[src/rtl/ir_scan_sched.sv]
// ---------------------------------------------------------------------------
// ir_scan_sched
//
// Owns the shared A2D converter and the three IR emitter enables for one
// line-sensor scan. On a scan request the six IR channels are visited pair by
// pair: the pair's emitter is PWM-enabled, allowed to settle, then two
// conversions are run and each result is handed to the consumer through a
// one-cycle write strobe tagged with its slot index.
//
// Ports
//   clk          system clock
//   rst          asynchronous active-high reset
//   scan_req_i   level request, accepted only while idle
//   abort_i      synchronous abort of the scan in progress
//   cnv_cmplt_i  A2D conversion finished
//   A2D_res_i    A2D result, valid while cnv_cmplt_i is high
//   strt_cnv_o   one-cycle conversion start pulse
//   chnnl_o      A2D channel select
//   IR_in_en_o   inner emitter PWM enable
//   IR_mid_en_o  middle emitter PWM enable
//   IR_out_en_o  outer emitter PWM enable
//   res_wr_o     one-cycle result strobe
//   res_idx_o    result slot 0..5
//   res_data_o   result value, held between strobes
//   busy_o       high whenever a scan is in progress
//   scan_done_o  one-cycle pulse together with the slot 5 strobe
//   cnv_err_o    sticky conversion-timeout flag, cleared by the next scan
// ---------------------------------------------------------------------------
module ir_scan_sched #(
    parameter int unsigned SETTLE_CYC  = 4096,
    parameter int unsigned CNV_TIMEOUT = 1023,
    parameter logic [7:0]  IR_DUTY     = 8'd192
) (
    input  logic        clk,
    input  logic        rst,
    input  logic        scan_req_i,
    input  logic        abort_i,
    input  logic        cnv_cmplt_i,
    input  logic [11:0] A2D_res_i,
    output logic        strt_cnv_o,
    output logic [2:0]  chnnl_o,
    output logic        IR_in_en_o,
    output logic        IR_mid_en_o,
    output logic        IR_out_en_o,
    output logic        res_wr_o,
    output logic [2:0]  res_idx_o,
    output logic [11:0] res_data_o,
    output logic        busy_o,
    output logic        scan_done_o,
    output logic        cnv_err_o
);

    typedef enum logic [2:0] {
        IDLE,
        SETTLE,
        CONV,
        WAIT,
        WRITE
    } state_t;

    localparam logic [15:0] SETTLE_LAST = 16'(SETTLE_CYC - 1);
    localparam logic [15:0] TIMEOUT_LIM = 16'(CNV_TIMEOUT);
    localparam logic [2:0]  LAST_SLOT   = 3'd5;

    // Slot-to-channel map; the channel numbering follows the board wiring,
    // not the slot order.
    function automatic logic [2:0] slotChannel(input logic [2:0] slot);
        case (slot)
            3'd0:    return 3'd1;
            3'd1:    return 3'd0;
            3'd2:    return 3'd4;
            3'd3:    return 3'd2;
            3'd4:    return 3'd3;
            default: return 3'd7;
        endcase
    endfunction

    state_t      state_q, state_d;
    logic [1:0]  pair_q, pair_d;
    logic [2:0]  slot_q, slot_d;
    logic [15:0] settleCnt_q, settleCnt_d;
    logic [15:0] timeoutCnt_q, timeoutCnt_d;
    logic [7:0]  pwmCnt_q, pwmCnt_d;
    logic        strtCnv_q, strtCnv_d;
    logic [2:0]  chnnl_q, chnnl_d;
    logic [2:0]  irEn_q, irEn_d;
    logic        resWr_q, resWr_d;
    logic [2:0]  resIdx_q, resIdx_d;
    logic [11:0] resData_q, resData_d;
    logic        scanDone_q, scanDone_d;
    logic        cnvErr_q, cnvErr_d;
    logic        busy_q, busy_d;
    logic [2:0]  nextSlot;
    logic        emitActive;

    assign nextSlot = slot_q + 3'd1;

    // Next-state and next-output logic. All outputs are registered, so the
    // values computed here describe what the block shows in the next cycle.
    always_comb begin
        state_d      = state_q;
        pair_d       = pair_q;
        slot_d       = slot_q;
        settleCnt_d  = settleCnt_q;
        timeoutCnt_d = timeoutCnt_q;
        pwmCnt_d     = pwmCnt_q + 8'd1;
        strtCnv_d    = 1'b0;
        chnnl_d      = chnnl_q;
        resWr_d      = 1'b0;
        resIdx_d     = resIdx_q;
        resData_d    = resData_q;
        scanDone_d   = 1'b0;
        cnvErr_d     = cnvErr_q;

        case (state_q)
            IDLE: begin
                if (scan_req_i) begin
                    state_d     = SETTLE;
                    pair_d      = 2'd0;
                    slot_d      = 3'd0;
                    settleCnt_d = 16'd0;
                    cnvErr_d    = 1'b0;
                    chnnl_d     = slotChannel(3'd0);
                end
            end
            SETTLE: begin
                if (settleCnt_q == SETTLE_LAST) begin
                    state_d      = CONV;
                    strtCnv_d    = 1'b1;
                    timeoutCnt_d = 16'd0;
                end else begin
                    settleCnt_d = settleCnt_q + 16'd1;
                end
            end
            CONV: begin
                state_d = WAIT;
            end
            WAIT: begin
                // A completion seen in the timeout cycle still counts as a
                // real result, so it is tested first.
                if (cnv_cmplt_i) begin
                    state_d    = WRITE;
                    resData_d  = A2D_res_i;
                    resWr_d    = 1'b1;
                    resIdx_d   = slot_q;
                    scanDone_d = (slot_q == LAST_SLOT);
                end else if (timeoutCnt_q == TIMEOUT_LIM) begin
                    state_d    = WRITE;
                    resData_d  = 12'hFFF;
                    cnvErr_d   = 1'b1;
                    resWr_d    = 1'b1;
                    resIdx_d   = slot_q;
                    scanDone_d = (slot_q == LAST_SLOT);
                end else begin
                    timeoutCnt_d = timeoutCnt_q + 16'd1;
                end
            end
            WRITE: begin
                if (slot_q == LAST_SLOT) begin
                    state_d = IDLE;
                end else if (slot_q[0]) begin
                    // Pair finished: the next pair needs its own settle time.
                    state_d     = SETTLE;
                    pair_d      = pair_q + 2'd1;
                    slot_d      = nextSlot;
                    settleCnt_d = 16'd0;
                    chnnl_d     = slotChannel(nextSlot);
                end else begin
                    // Second channel of the same pair: emitter already settled.
                    state_d      = CONV;
                    slot_d       = nextSlot;
                    strtCnv_d    = 1'b1;
                    timeoutCnt_d = 16'd0;
                    chnnl_d      = slotChannel(nextSlot);
                end
            end
            default: begin
                state_d = IDLE;
            end
        endcase

        // Abort wins over everything above and discards any pending result.
        if (abort_i && (state_q != IDLE)) begin
            state_d    = IDLE;
            strtCnv_d  = 1'b0;
            chnnl_d    = chnnl_q;
            resWr_d    = 1'b0;
            resIdx_d   = resIdx_q;
            resData_d  = resData_q;
            scanDone_d = 1'b0;
            cnvErr_d   = cnvErr_q;
        end
    end

    // Emitters run only while a pair is being settled or converted; the
    // write cycle and idle keep every emitter dark.
    always_comb begin
        emitActive = (state_d == SETTLE) || (state_d == CONV) || (state_d == WAIT);
        busy_d     = (state_d != IDLE);
        irEn_d     = 3'b000;
        if (emitActive && (pwmCnt_d < IR_DUTY)) begin
            irEn_d[pair_d] = 1'b1;
        end
    end

    // Single state register for the sequencer and all of its outputs.
    always_ff @(posedge clk or posedge rst) begin
        if (rst) begin
            state_q      <= IDLE;
            pair_q       <= 2'd0;
            slot_q       <= 3'd0;
            settleCnt_q  <= 16'd0;
            timeoutCnt_q <= 16'd0;
            pwmCnt_q     <= 8'd0;
            strtCnv_q    <= 1'b0;
            chnnl_q      <= 3'd0;
            irEn_q       <= 3'b000;
            resWr_q      <= 1'b0;
            resIdx_q     <= 3'd0;
            resData_q    <= 12'd0;
            scanDone_q   <= 1'b0;
            cnvErr_q     <= 1'b0;
            busy_q       <= 1'b0;
        end else begin
            state_q      <= state_d;
            pair_q       <= pair_d;
            slot_q       <= slot_d;
            settleCnt_q  <= settleCnt_d;
            timeoutCnt_q <= timeoutCnt_d;
            pwmCnt_q     <= pwmCnt_d;
            strtCnv_q    <= strtCnv_d;
            chnnl_q      <= chnnl_d;
            irEn_q       <= irEn_d;
            resWr_q      <= resWr_d;
            resIdx_q     <= resIdx_d;
            resData_q    <= resData_d;
            scanDone_q   <= scanDone_d;
            cnvErr_q     <= cnvErr_d;
            busy_q       <= busy_d;
        end
    end

    assign strt_cnv_o  = strtCnv_q;
    assign chnnl_o     = chnnl_q;
    assign IR_in_en_o  = irEn_q[0];
    assign IR_mid_en_o = irEn_q[1];
    assign IR_out_en_o = irEn_q[2];
    assign res_wr_o    = resWr_q;
    assign res_idx_o   = resIdx_q;
    assign res_data_o  = resData_q;
    assign busy_o      = busy_q;
    assign scan_done_o = scanDone_q;
    assign cnv_err_o   = cnvErr_q;

endmodule
[config.mk]
export PLATFORM = sky130hd
export DESIGN_NAME = ir_scan_sched
export DESIGN_NICKNAME = d
export VERILOG_FILES = /design/src/rtl/ir_scan_sched.sv
export SDC_FILE = /design/constraint.sdc
export NUM_CORES = 1
export LEC_CHECK = 0
export ABC_CLOCK_PERIOD_IN_PS = 3490
export BUFFER_PORTS_ARGS = -buffer_cell sky130_fd_sc_hd__buf_2
export CAP_MARGIN = 10
export CORE_MARGIN = 4
export CORE_UTILIZATION = 55
export CTS_BUF_LIST = sky130_fd_sc_hd__clkbuf_2 sky130_fd_sc_hd__clkbuf_4 sky130_fd_sc_hd__clkbuf_8
export CTS_CLUSTER_SIZE = 8
export DETAILED_ROUTE_END_ITERATION = 8
export PLACE_DENSITY_LB_ADDON = 0.12
export SYNTH_ARGS = -nofsm -noshare
export SYNTH_HDL_FRONTEND = slang
export SYNTH_SLANG_ARGS = --single-unit
[constraint.sdc]
create_clock -name clk -period 3.49 [get_ports clk]
set_input_delay 0.1745 -clock clk [delete_from_list [all_inputs] [get_ports clk]]
set_output_delay 0.1745 -clock clk [all_outputs]
set_load 0.01 [all_outputs]
Word level (Yosys, flattened, before mapping)
Index checks and enable logic that the tools add are counted.
{"block": "word_totals", "mem_bits_ro": 0, "word_cells": 121, "input_bits": 17, "latchBits": 0, "output_inout_bits": 26, "ramBits": 0, "regBits": 74, "mem_count": 0}
{"block": "classes", "n_mux": 54, "shifts": 0, "n_bitwise": 1, "add_sub_neg": 5, "div_mod_pow": 0, "mul": 0, "reduce_logical": 20, "magnitude_cmp": 3, "eq_ne": 23}
{"op": "16-bit two-way mux", "count": 9}
{"op": "16-bit one-hot mux with 3 select lines", "count": 2}
{"op": "3-bit two-way mux", "count": 12}
{"op": "16-bit by 1-bit adder with 16-bit output (second input constant)", "count": 2}
{"op": "3-bit one-hot mux with 5 select lines", "count": 2}
{"op": "12-bit two-way mux", "count": 2}
{"op": "3-bit by 2-bit equality test with 1-bit output (second input constant)", "count": 6}
{"op": "2-bit inequality test (second input constant)", "count": 9}
{"op": "16-bit by 10-bit equality test with 1-bit output (second input constant)", "count": 1}
{"op": "16-bit by 12-bit equality test with 1-bit output (second input constant)", "count": 1}
{"op": "1-bit two-way mux", "count": 16}
{"op": "3-bit one-hot mux with 2 select lines", "count": 2}
{"op": "3-bit nonzero test", "count": 4}
{"op": "2-bit two-way mux", "count": 5}
{"op": "5-bit AND reduction", "count": 2}
{"op": "3-bit by 1-bit equality test with 1-bit output (second input constant)", "count": 3}
{"op": "3-bit equality test (second input constant)", "count": 3}
{"op": "8-bit by 1-bit adder with 8-bit output (second input constant)", "count": 1}
{"op": "8-bit less-than comparator (second input constant)", "count": 1}
{"op": "3-bit zero test", "count": 2}
{"op": "3-bit AND reduction", "count": 2}
{"op": "6-bit AND reduction", "count": 1}
{"op": "2-bit nonzero test", "count": 3}
{"op": "1-bit one-hot mux with 2 select lines", "count": 2}
{"op": "10 further kinds", "count": 13}

Logic depth before layout (Yosys ltp)
Gate-level depths: netlist of the first run.
{"block": "logic_depth", "depth_word": 10, "ltp_mapped": 8, "mapped_depth_nobuf": 8}

Worst setup path after synthesis of the first run
OpenSTA, ideal clock, no wires.
{"block": "synth_timing", "path_kind": "reg2reg", "from": "register settleCnt_q[13]", "to": "register timeoutCnt_q[7]", "t_arrival_ps": 2070, "n_path_buf": 1, "setup_time_ps": 78, "t_required_ps": 3412, "path_stages_with_launch": 7, "synth_period_minus_slack_ps": 2147, "setup_slack_ps": 1343, "cell_sequence": "dfrtp_1 or4b_4 o31ai_4 nand3_4 buf_6 or4_1 a21oi_1"}
{"block": "synth_via", "elab_chain_len": 3}
{"element": "from (decl)", "line_no": "81", "rtl": "logic [15:0] settleCnt_q, settleCnt_d;"}
{"element": "from (signal assigned)", "line_no": "228", "rtl": "settleCnt_q <= settleCnt_d;"}
{"element": "16-bit by 12-bit equality test with 1-bit output", "line_no": "127", "rtl": "if (settleCnt_q == SETTLE_LAST) begin"}
{"element": "2-bit inequality test (no line)"}
{"element": "6-bit AND reduction (no line)"}
{"element": "to (signal assigned)", "line_no": "229", "rtl": "timeoutCnt_q <= timeoutCnt_d;"}
{"element": "to (decl)", "line_no": "82", "rtl": "logic [15:0] timeoutCnt_q, timeoutCnt_d;"}
No other way between the ends.
A chain may end at the register's enable or synchronous reset.

Final worst setup path of the first run
{"block": "layout_timing", "from": "register timeoutCnt_q[0]", "to": "register irEn_q[0]"}
{"block": "layout_via", "elab_chain_len": 10, "elab_cells_between_ends": 12, "classes_between": "4 x eq/ne; 5 x mux; 3 x reduce/logical"}
{"element": "16-bit by 10-bit equality test with 1-bit output (*)", "line_no": "147", "rtl": "end else if (timeoutCnt_q == TIMEOUT_LIM) begin"}
{"element": "3-bit two-way mux (*)", "line_no": "147"}
{"element": "3-bit two-way mux (*)", "line_no": "141", "rtl": "if (cnv_cmplt_i) begin"}
{"element": "3-bit one-hot mux with 5 select lines (*)", "line_no": "115", "rtl": "case (state_q)"}
{"element": "3-bit two-way mux (*)", "line_no": "183", "rtl": "if (abort_i && (state_q != IDLE)) begin"}
{"element": "3-bit by 1-bit equality test with 1-bit output / 3-bit by 2-bit equality test with 1-bit output (equally long branches)", "line_no": "198", "rtl": "emitActive = (state_d == SETTLE) || (state_d == CONV) || (state_d == WAIT);"}
{"element": "1-bit logical OR", "line_no": "198"}
{"element": "1-bit logical OR (*)", "line_no": "198"}
{"element": "1-bit logical AND (*)", "line_no": "201", "rtl": "if (emitActive && (pwmCnt_d < IR_DUTY)) begin"}
{"element": "3-bit two-way mux (*)", "line_no": "201"}
{"element": "via irEn_d[0]", "line_no": "86", "rtl": "logic [2:0] irEn_q, irEn_d;"}
{"element": "to (signal assigned)", "line_no": "233", "rtl": "irEn_q <= irEn_d;"}
{"element": "to (decl)", "line_no": "86"}
Mark *: on every way through the listed nets, which the timed path passes. The rest lies on a longest branch.

==> results.py, run 1 <==
metrics = {
    "run_status": {
        "status": "finished, final reports clean",
    },
    "synthesis": {
        "syn_avg_cell_area_um2": 9.55,
        "synth_fp_nets": 429,
        "synthArstFlopShare_pct": 100,
        "yosys_warnings": 0,
        "netlist-cell-type-count": 55,
        "yosys_most_used_dff": "dfrtp_1",
        "seq_area_frac_synth_pct": 48.0,
        "synth-seq-cells": 74,
        "syn-cell-area_um2": 3860,
        "number_of_flops_mapped_to_enable_cells_by_yosys": 0,
        "synthesis.instances": 404,
    },
    "timing": {
        "worst_slack_ns": 0.876,
        "report.final.setup_viol": 0,
        "slew-limit-headroom_pct": 54.0,
        "worst_hold_slack_ns": 0.0369,
        "worst_slew_pin_slew_ns": 0.688,
        "fmaxAchievable_mhz": 383,
        "period_share_pct": 74.9,
        "final_report_hold_violation_count": 0,
        "period_minus_slack_ns": 2.61,
        "rsz0062_at_grt": "no",
        "finalClockSkew_ns": 0.0128,
        "drv_slew": 0,
        "setup_tns_ns": 0,
    },
    "clock_tree": {
        "tritoncts.num_buffers": 9,
        "numClockSinks": 74,
        "clock_insertion_delay_worst_skew_ns": 0.36,
        "register_clock_pin_slew_on_the_reported_worst_setup_and_hold_paths_ns": 0.09,
        "postCtsSetupRepairBufs": 0,
        "clockBufferDepth": 2,
        "cts.root.buffer_cell": "clkbuf_8",
        "cts_tree": "built",
        "ctsHtreeMaxLevel": 3,
        "cts_resized": 0,
    },
    "routing": {
        "postRouteAntennaNets": 0,
        "drt-total-wl_um": 8360,
        "route.detailed.wl_per_inst_um": 15.4,
        "drc": 0,
        "detail_route.first_pass.iterations": 4,
        "viasPerCell": 5.97,
        "detailroute.via_count": 3236,
        "initialDrtViolationCount": 234,
    },
    "die": {
        "io_pins": 43,
        "die_width_um": 91.8,
        "die_y_um": 91.8,
        "floorplan.die_area_um2": 8420,
        "core.rowCount": 30,
        "starting_density_of_the_core_pct": 56.8,
        "core_region_area_um2": 6790,
    },
    "power": {
        "power_density_nw_per_um2": 623,
        "power_frac_comb_pct": 30.6,
        "internal-power_mw": 1.74,
        "share_seq_of_total_power_pct": 40.6,
        "pwr-share-clk_pct": 28.9,
        "power.net_switching_uw": 996,
        "peakVddDrop_v": 0.000434,
        "switching_share_pct": 36.5,
        "power.static_leakage_nw": 1.91,
    },
    "critical_path": {
        "worst_path_max_delay_cell": "dfrtp_1",
        "worst-endpoint-required_ns": 3.71,
        "type_of_destination_of_the_critical_path": "flop",
        "crit_path_max_fanout": 21,
        "worst-path-stages": 9,
        "reg2reg_depth": 9,
        "start_kind": "flop",
        "crit_path_cell_trace": "ha_1 -> nor4b_1 -> nand4_1 -> buf_4 -> a211o_1 -> buf_4 -> inv_1 -> or4b_1 -> a21oi_1",
        "critical_path_arrival_ns": 2.83,
        "crit_path_frequent_cell": "buf_4",
        "cp_top_family": "buffers and inverters",
        "critical_path.n_buffers_inverters": 3,
        "cp_slowest_stage_delay_ns": 0.38,
        "timing.reg2reg.setup_slack_ns": 0.88,
        "timing.setup.critical_path_class": "reg -> reg",
    },
    "final_layout": {
        "final_nets": 466,
        "nFillCells": 563,
        "flow.area_growth_from_synthesis_pct": 13.6,
        "mostFrequentLayoutCell": "dfrtp_1",
        "layout_common_cells": "dfrtp_1, buf_2, nor2_1",
        "drive_above_1_share_pct": 17.3,
        "antenna_cells": 0,
    },
    "min_path": {
        "timing.hold.worst.class": "in -> reg",
        "cell_depth_of_the_worst_hold_path": 3,
    },
    "global_route": {
        "grt_pass1_vias": 3070,
        "final_global_route_overflow_total": 0,
        "wire_length_of_the_first_global_routing_pass_um": 14700,
        "antenna_found_initial": 0,
        "grt_usage_pct": 21.6,
        "grt_max_degree": 35,
    },
    "placement": {
        "dpl.hpwl_um": 5840,
        "placement.io_buffers": 42,
        "dp_slack_ns": 0.874,
        "gp_congestion": 0.885,
    },
    "run": {
        "max-cap-violations": 0,
    },
}
## worst paths after layout
kind / from / end
max in group asynchronous: rst / chnnl_o[1]
min in group asynchronous: rst / settleCnt_q[5]
hold / removal: A2D_res_i[8] / res_data_o[8]
setup reg to reg: timeoutCnt_q[0] / irEn_q[0]
setup / recovery: timeoutCnt_q[0] / irEn_q[0]
hold reg to reg: pwmCnt_q[0] / pwmCnt_q[0]
## Yosys cell counts (all sizes together) (2+ instances only)
| cell type | instances | area share [%] |
|---|---|---|
| dfrtp | 74 | 48 |
| nor2 | 41 | 4.0 |
| o21ai | 28 | 3.6 |
| o31ai | 25 | 5.2 |
| a21oi | 22 | 2.9 |
| nand3 | 21 | 3.0 |
| nand2 | 20 | 1.9 |
| clkbuf | 19 | 1.8 |
| nor3 | 16 | 2.1 |
| inv | 14 | 1.4 |
| nand4 | 12 | 1.9 |
| or4 | 12 | 2.3 |
| and4 | 9 | 2.0 |
| ha | 8 | 2.6 |
| a31oi | 7 | 1.1 |
| xnor2 | 7 | 1.6 |
| and2 | 6 | 0.97 |
| buf | 5 | 0.81 |
| a211oi | 4 | 0.78 |
| and3 | 3 | 0.49 |
| mux2 | 3 | 0.88 |
| nand2b | 3 | 0.49 |
| nor4b | 3 | 0.68 |
| o32a | 3 | 0.78 |
| o41ai | 3 | 0.68 |
| or3 | 3 | 0.49 |
| a2111oi | 2 | 0.49 |
| a21o | 2 | 0.39 |
| a31o | 2 | 0.45 |
| a32oi | 2 | 0.45 |
| mux2i | 2 | 0.52 |
| nor3b | 2 | 0.39 |
| o21a | 2 | 0.39 |
| or2 | 2 | 0.32 |
| or3b | 2 | 0.45 |
| or4b | 2 | 0.62 |
## cell type report
type                            instances  area [um^2]  area share, %
Timing Repair Buffer                   50          273           6.23
Clock inverter                          6         95.1           2.17
Multi-Input combinational cell        292         1850           42.3
Inverter                               14         52.6           1.20
Tap cell                               96          120           2.74
Clock buffer                           10          138           3.14
Sequential cell                        74         1850           42.3
## logic make-up after synthesis
logic type / synth area share [%]
AOI/OAI and AO/OA: 19.7
adders and majority gates: 2.59
and+or+nand+nor: 22.5
xor gates and xnor gates: 1.82
buffers and inverters: 4.02
DFF: 48.0
muxes: 1.39
## metrics by stage
step | instances | area, um^2 | power (mW) | utilization, %
6_report | 542 | 4380 | 2.73 | 64.5
3_3_place_gp | 525 | 4140 | 1.93 | 60.9
3_5_place_dp | 525 | 4140 | 1.96 | 60.9
2_1_floorplan | 404 | 3860 | 1.71 | -
4_1_cts | 542 | 4380 | 2.75 | 64.5
5_1_grt | 542 | 4380 | 2.92 | 64.5
## registers in the layout, summed over array words and instances, names as in the netlist
signal / count
res_wr_o: 1
state_q: 3
timeoutCnt_q: 16
settleCnt_q: 16
scan_done_o: 1
chnnl_o: 3
slot_q: 3
irEn_q: 3
strt_cnv_o: 1
res_idx_o: 3
cnv_err_o: 1
pair_q: 2
res_data_o: 12
busy_o: 1
pwmCnt_q: 8
## power by group through the flow
| stage | Clock (mW) | Combinational, mW | Sequential (mW) |
|---|---|---|---|
| finish | 0.789 | 0.835 | 1.11 |
| global route | 0.843 | 0.941 | 1.13 |
| CTS | 0.805 | 0.838 | 1.11 |
| detailed placement | 0 | 0.832 | 1.12 |
| global placement | 0 | 0.816 | 1.12 |
| floorplan | 0 | 0.577 | 1.13 |
## timing repair
item                       CTS  global route
setup endpoints to repair    0             0
hold buffers                 1             0
hold endpoints to repair    32             0
## worst reg2reg max path, stage by stage (launching register included)
cell	delay [ns]
dfrtp_1	0.38
ha_1	0.36
nor4b_1	0.36
nand4_1	0.13
buf_4	0.19
a211o_1	0.29
buf_4	0.21
inv_1	0.34
or4b_1	0.18
a21oi_1	0.04
## per-layer routing
layer / up-vias / wire length, um / global-route usage (%)
li1: 1596 / - / -
met1: 1568 / 4020 / 29.8
met2: 51 / 3910 / 32.9
met3: 21 / 209 / 3.53
met4: 0 / 225 / 11.4
met5: - / 0 / 0
Power figures use the tool's default switching activity.
==> run 2: changes to the inputs <==
--- a/config.mk
+++ b/config.mk
@@ -5,7 +5,8 @@
 export SDC_FILE = /design/constraint.sdc
 export NUM_CORES = 1
 export LEC_CHECK = 0
-export ABC_CLOCK_PERIOD_IN_PS = 3490
+export ABC_AREA = 1
+export ABC_CLOCK_PERIOD_IN_PS = 2550
 export BUFFER_PORTS_ARGS = -buffer_cell sky130_fd_sc_hd__buf_2
 export CAP_MARGIN = 10
 export CORE_MARGIN = 4
==> constraint.sdc (replaced) <==
create_clock -name clk -period 2.55 [get_ports clk]
set_input_delay 0.1275 -clock clk [delete_from_list [all_inputs] [get_ports clk]]
set_output_delay 0.1275 -clock clk [all_outputs]
set_load 0.01 [all_outputs]
==> run 2 against run 1 <==
Effect of this change: maximum frequency up 24%; final cell count is 12% higher; combinational power down 62%; design area grew 0.54%; non-clock buffer count fell by 3; clock power rose by 29%; critical endpoint unchanged; largest cell class unchanged.
==> results.py, run 2 <==
metrics = {
    "synthesis": {
        "synthArstFlopShare_pct": 100,
        "yosys_most_used_dff": "dfrtp_1",
        "synth-seq-cells": 74,
        "synth_fp_nets": 480,
        "netlist-cell-type-count": 38,
        "syn_avg_cell_area_um2": 8.51,
        "seq_area_frac_synth_pct": 47.8,
        "synth.area.top_cells": "dfrtp_1, nand2_1, nor2_1",
        "post-synth-top-area-fraction_pct": 47.8,
        "number_of_flops_mapped_to_enable_cells_by_yosys": 0,
        "yosys_warnings": 0,
        "synthesis.instances": 455,
        "most_numerous_cell_in_the_yosys_netlist": "nand2_1",
        "syn-cell-area_um2": 3870,
        "synth_top_area_cell": "dfrtp_1",
        "synth_common_cells": "nand2_1, dfrtp_1, nor2_1",
    },
    "timing": {
        "finalClockSkew_ns": 0.0123,
        "worst_slew_pin_slew_ns": 0.591,
        "period_share_pct": 82.6,
        "rsz0062_at_grt": "no",
        "setup_tns_ns": 0,
        "final_report_hold_violation_count": 0,
        "slew-limit-headroom_pct": 60.5,
        "report.final.setup_viol": 0,
        "worst_hold_slack_ns": 0.0462,
        "worst_slack_ns": 0.443,
        "fmaxAchievable_mhz": 475,
        "period_minus_slack_ns": 2.11,
        "drv_slew": 0,
    },
    "clock_tree": {
        "cts_resized": 0,
        "cts_tree": "built",
        "numClockSinks": 74,
        "clockBufferDepth": 2,
        "register_clock_pin_slew_on_the_reported_worst_setup_and_hold_paths_ns": 0.08,
        "ctsHtreeMaxLevel": 3,
        "clock_insertion_delay_worst_skew_ns": 0.34,
        "cts.root.buffer_cell": "clkbuf_8",
        "tritoncts.num_buffers": 9,
    },
    "global_route": {
        "grt_pass1_vias": 3063,
        "wire_length_of_the_first_global_routing_pass_um": 14000,
        "grt_usage_pct": 20.5,
        "antenna_found_initial": 0,
        "final_global_route_overflow_total": 0,
        "grt_max_degree": 34,
    },
    "power": {
        "pwr-share-clk_pct": 39.1,
        "power_frac_comb_pct": 12.2,
        "internal-power_mw": 1.93,
        "power.static_leakage_nw": 2.19,
        "post-layout-total-power_mw": 2.62,
        "share_seq_of_total_power_pct": 48.7,
        "power.net_switching_uw": 691,
        "peakVddDrop_v": 0.000424,
        "switching_share_pct": 26.4,
        "power_density_nw_per_um2": 595,
    },
    "critical_path": {
        "type_of_destination_of_the_critical_path": "flop",
        "critical_path.n_buffers_inverters": 1,
        "worst-endpoint-required_ns": 2.81,
        "worst_path_max_delay_cell": "dfrtp_1",
        "crit_path_cell_trace": "inv_1 -> ha_1 -> nand2_1 -> nand2_1 -> a21oi_4 -> nand3_4 -> nand2_1 -> nand2_1 -> nand2_1 -> nand2_1 -> nor2_1",
        "crit_path_frequent_cell": "nand2_1",
        "cp_top_family": "simple AND/OR/NAND/NOR gates",
        "start_kind": "flop",
        "timing.setup.critical_path_class": "reg -> reg",
        "cp_slowest_stage_delay_ns": 0.39,
        "critical_path_arrival_ns": 2.37,
        "crit_path_max_fanout": 19,
    },
    "placement": {
        "placement.io_buffers": 42,
        "placedInstanceArea_um2": 4170,
        "dp_slack_ns": 0.496,
        "dpl.cell_count": 590,
        "dpl.hpwl_um": 5680,
        "gp_congestion": 0.800,
    },
    "final_layout": {
        "final_nets": 531,
        "final_core_util_pct": 64.5,
        "antenna_cells": 0,
        "flow.area_growth_from_synthesis_pct": 13.7,
        "finish.cell_count_without_fillers": 607,
        "design_area_um2": 4410,
        "drive_above_1_share_pct": 20.5,
        "mostFrequentLayoutCell": "nand2_1",
        "layout_common_cells": "nand2_1, dfrtp_1, nor2_1",
    },
    "die": {
        "die_y_um": 91.9,
        "floorplan.die_area_um2": 8450,
        "die_width_um": 91.9,
        "io_pins": 43,
        "core.rowCount": 30,
        "starting_density_of_the_core_pct": 56.7,
        "core_region_area_um2": 6830,
    },
    "run": {
        "max-cap-violations": 0,
    },
    "run_status": {
        "status": "finished, final reports clean",
    },
    "min_path": {
        "timing.hold.worst.class": "in -> reg",
    },
    "routing": {
        "detail_route.first_pass.iterations": 4,
        "drc": 0,
        "viasPerCell": 5.05,
        "initialDrtViolationCount": 119,
        "postRouteAntennaNets": 0,
        "route.detailed.wl_per_inst_um": 12.8,
        "detailroute.via_count": 3063,
        "drt-total-wl_um": 7750,
    },
}
[run 2: changes by cell type in the layout (fill, tap and decap cells not counted), moves of 15 or more]
cell / delta
o31ai_1: -20
o21ai_0: -15
nand2_1: +86
nor2_1: +29
inv_1: +31
[run 2: worst register-to-register path, stage by stage, from the launching register on]
cell,delay [ns]
dfrtp_1,0.39
inv_1,0.10
ha_1,0.22
nand2_1,0.16
nand2_1,0.16
a21oi_4,0.22
nand3_4,0.26
nand2_1,0.15
nand2_1,0.10
nand2_1,0.08
nand2_1,0.08
nor2_1,0.11
[run 2: logic make-up (layout without fill, tap and decap cells)]
kind of cell	count (synthesis)	count (layout)	synth area share [%]
adders and majority gates	8	8	2.58
muxes	1	1	0.258
and+or+nand+nor	236	236	28.1
DFF	74	74	47.8
xor gates and xnor gates	23	23	5.20
AOI/OAI and AO/OA	54	54	9.37
buffers and inverters	59	115	6.69
[run 2: layout make-up]
cell class / count / area [um^2]
clock inverters: 5 / 77.6
repair buffers: 47 / 250
clock buffers: 11 / 145
well taps: 96 / 120
flip-flops and latches: 74 / 1850
inverters: 52 / 198
fillers: 610 / 2430
multi-input cells: 322 / 1760
[run 2: final timing paths]
check / start / to / slack [ns] / cells after the start
setup / recovery: slot_q[1] / irEn_q[0] / 0.44 / 11
hold / removal: A2D_res_i[0] / res_data_o[0] / 0.05 / 3
setup reg to reg: slot_q[1] / irEn_q[0] / 0.44 / 11
hold reg to reg: pwmCnt_q[7] / pwmCnt_q[7] / 0.46 / 1
max in group asynchronous: rst / settleCnt_q[0] / 1.29 / 4
min in group asynchronous: rst / pwmCnt_q[2] / 0.40 / 3
[run 2: layer usage]
layer | wire, um | track usage [%] | vias up
met5 | 0 | 0 | -
met4 | 158 | 8.54 | 0
met3 | 359 | 4.84 | 14
met2 | 3650 | 33.2 | 59
met1 | 3590 | 26.6 | 1428
li1 | - | - | 1562
[run 2: power by group through the flow]
stage / Clock, mW / Sequential (mW) / Combinational (mW)
floorplan: 0 / 1.31 / 0.227
global placement: 0 / 1.30 / 0.315
detailed placement: 0 / 1.30 / 0.324
CTS: 1.05 / 1.28 / 0.326
global route: 1.10 / 1.28 / 0.362
finish: 1.02 / 1.28 / 0.320
[run 2: timing repair]
item | CTS | global route
hold endpoints to repair | 27 | 0
setup buffers | 0 | 0
hold buffers | 1 | 0
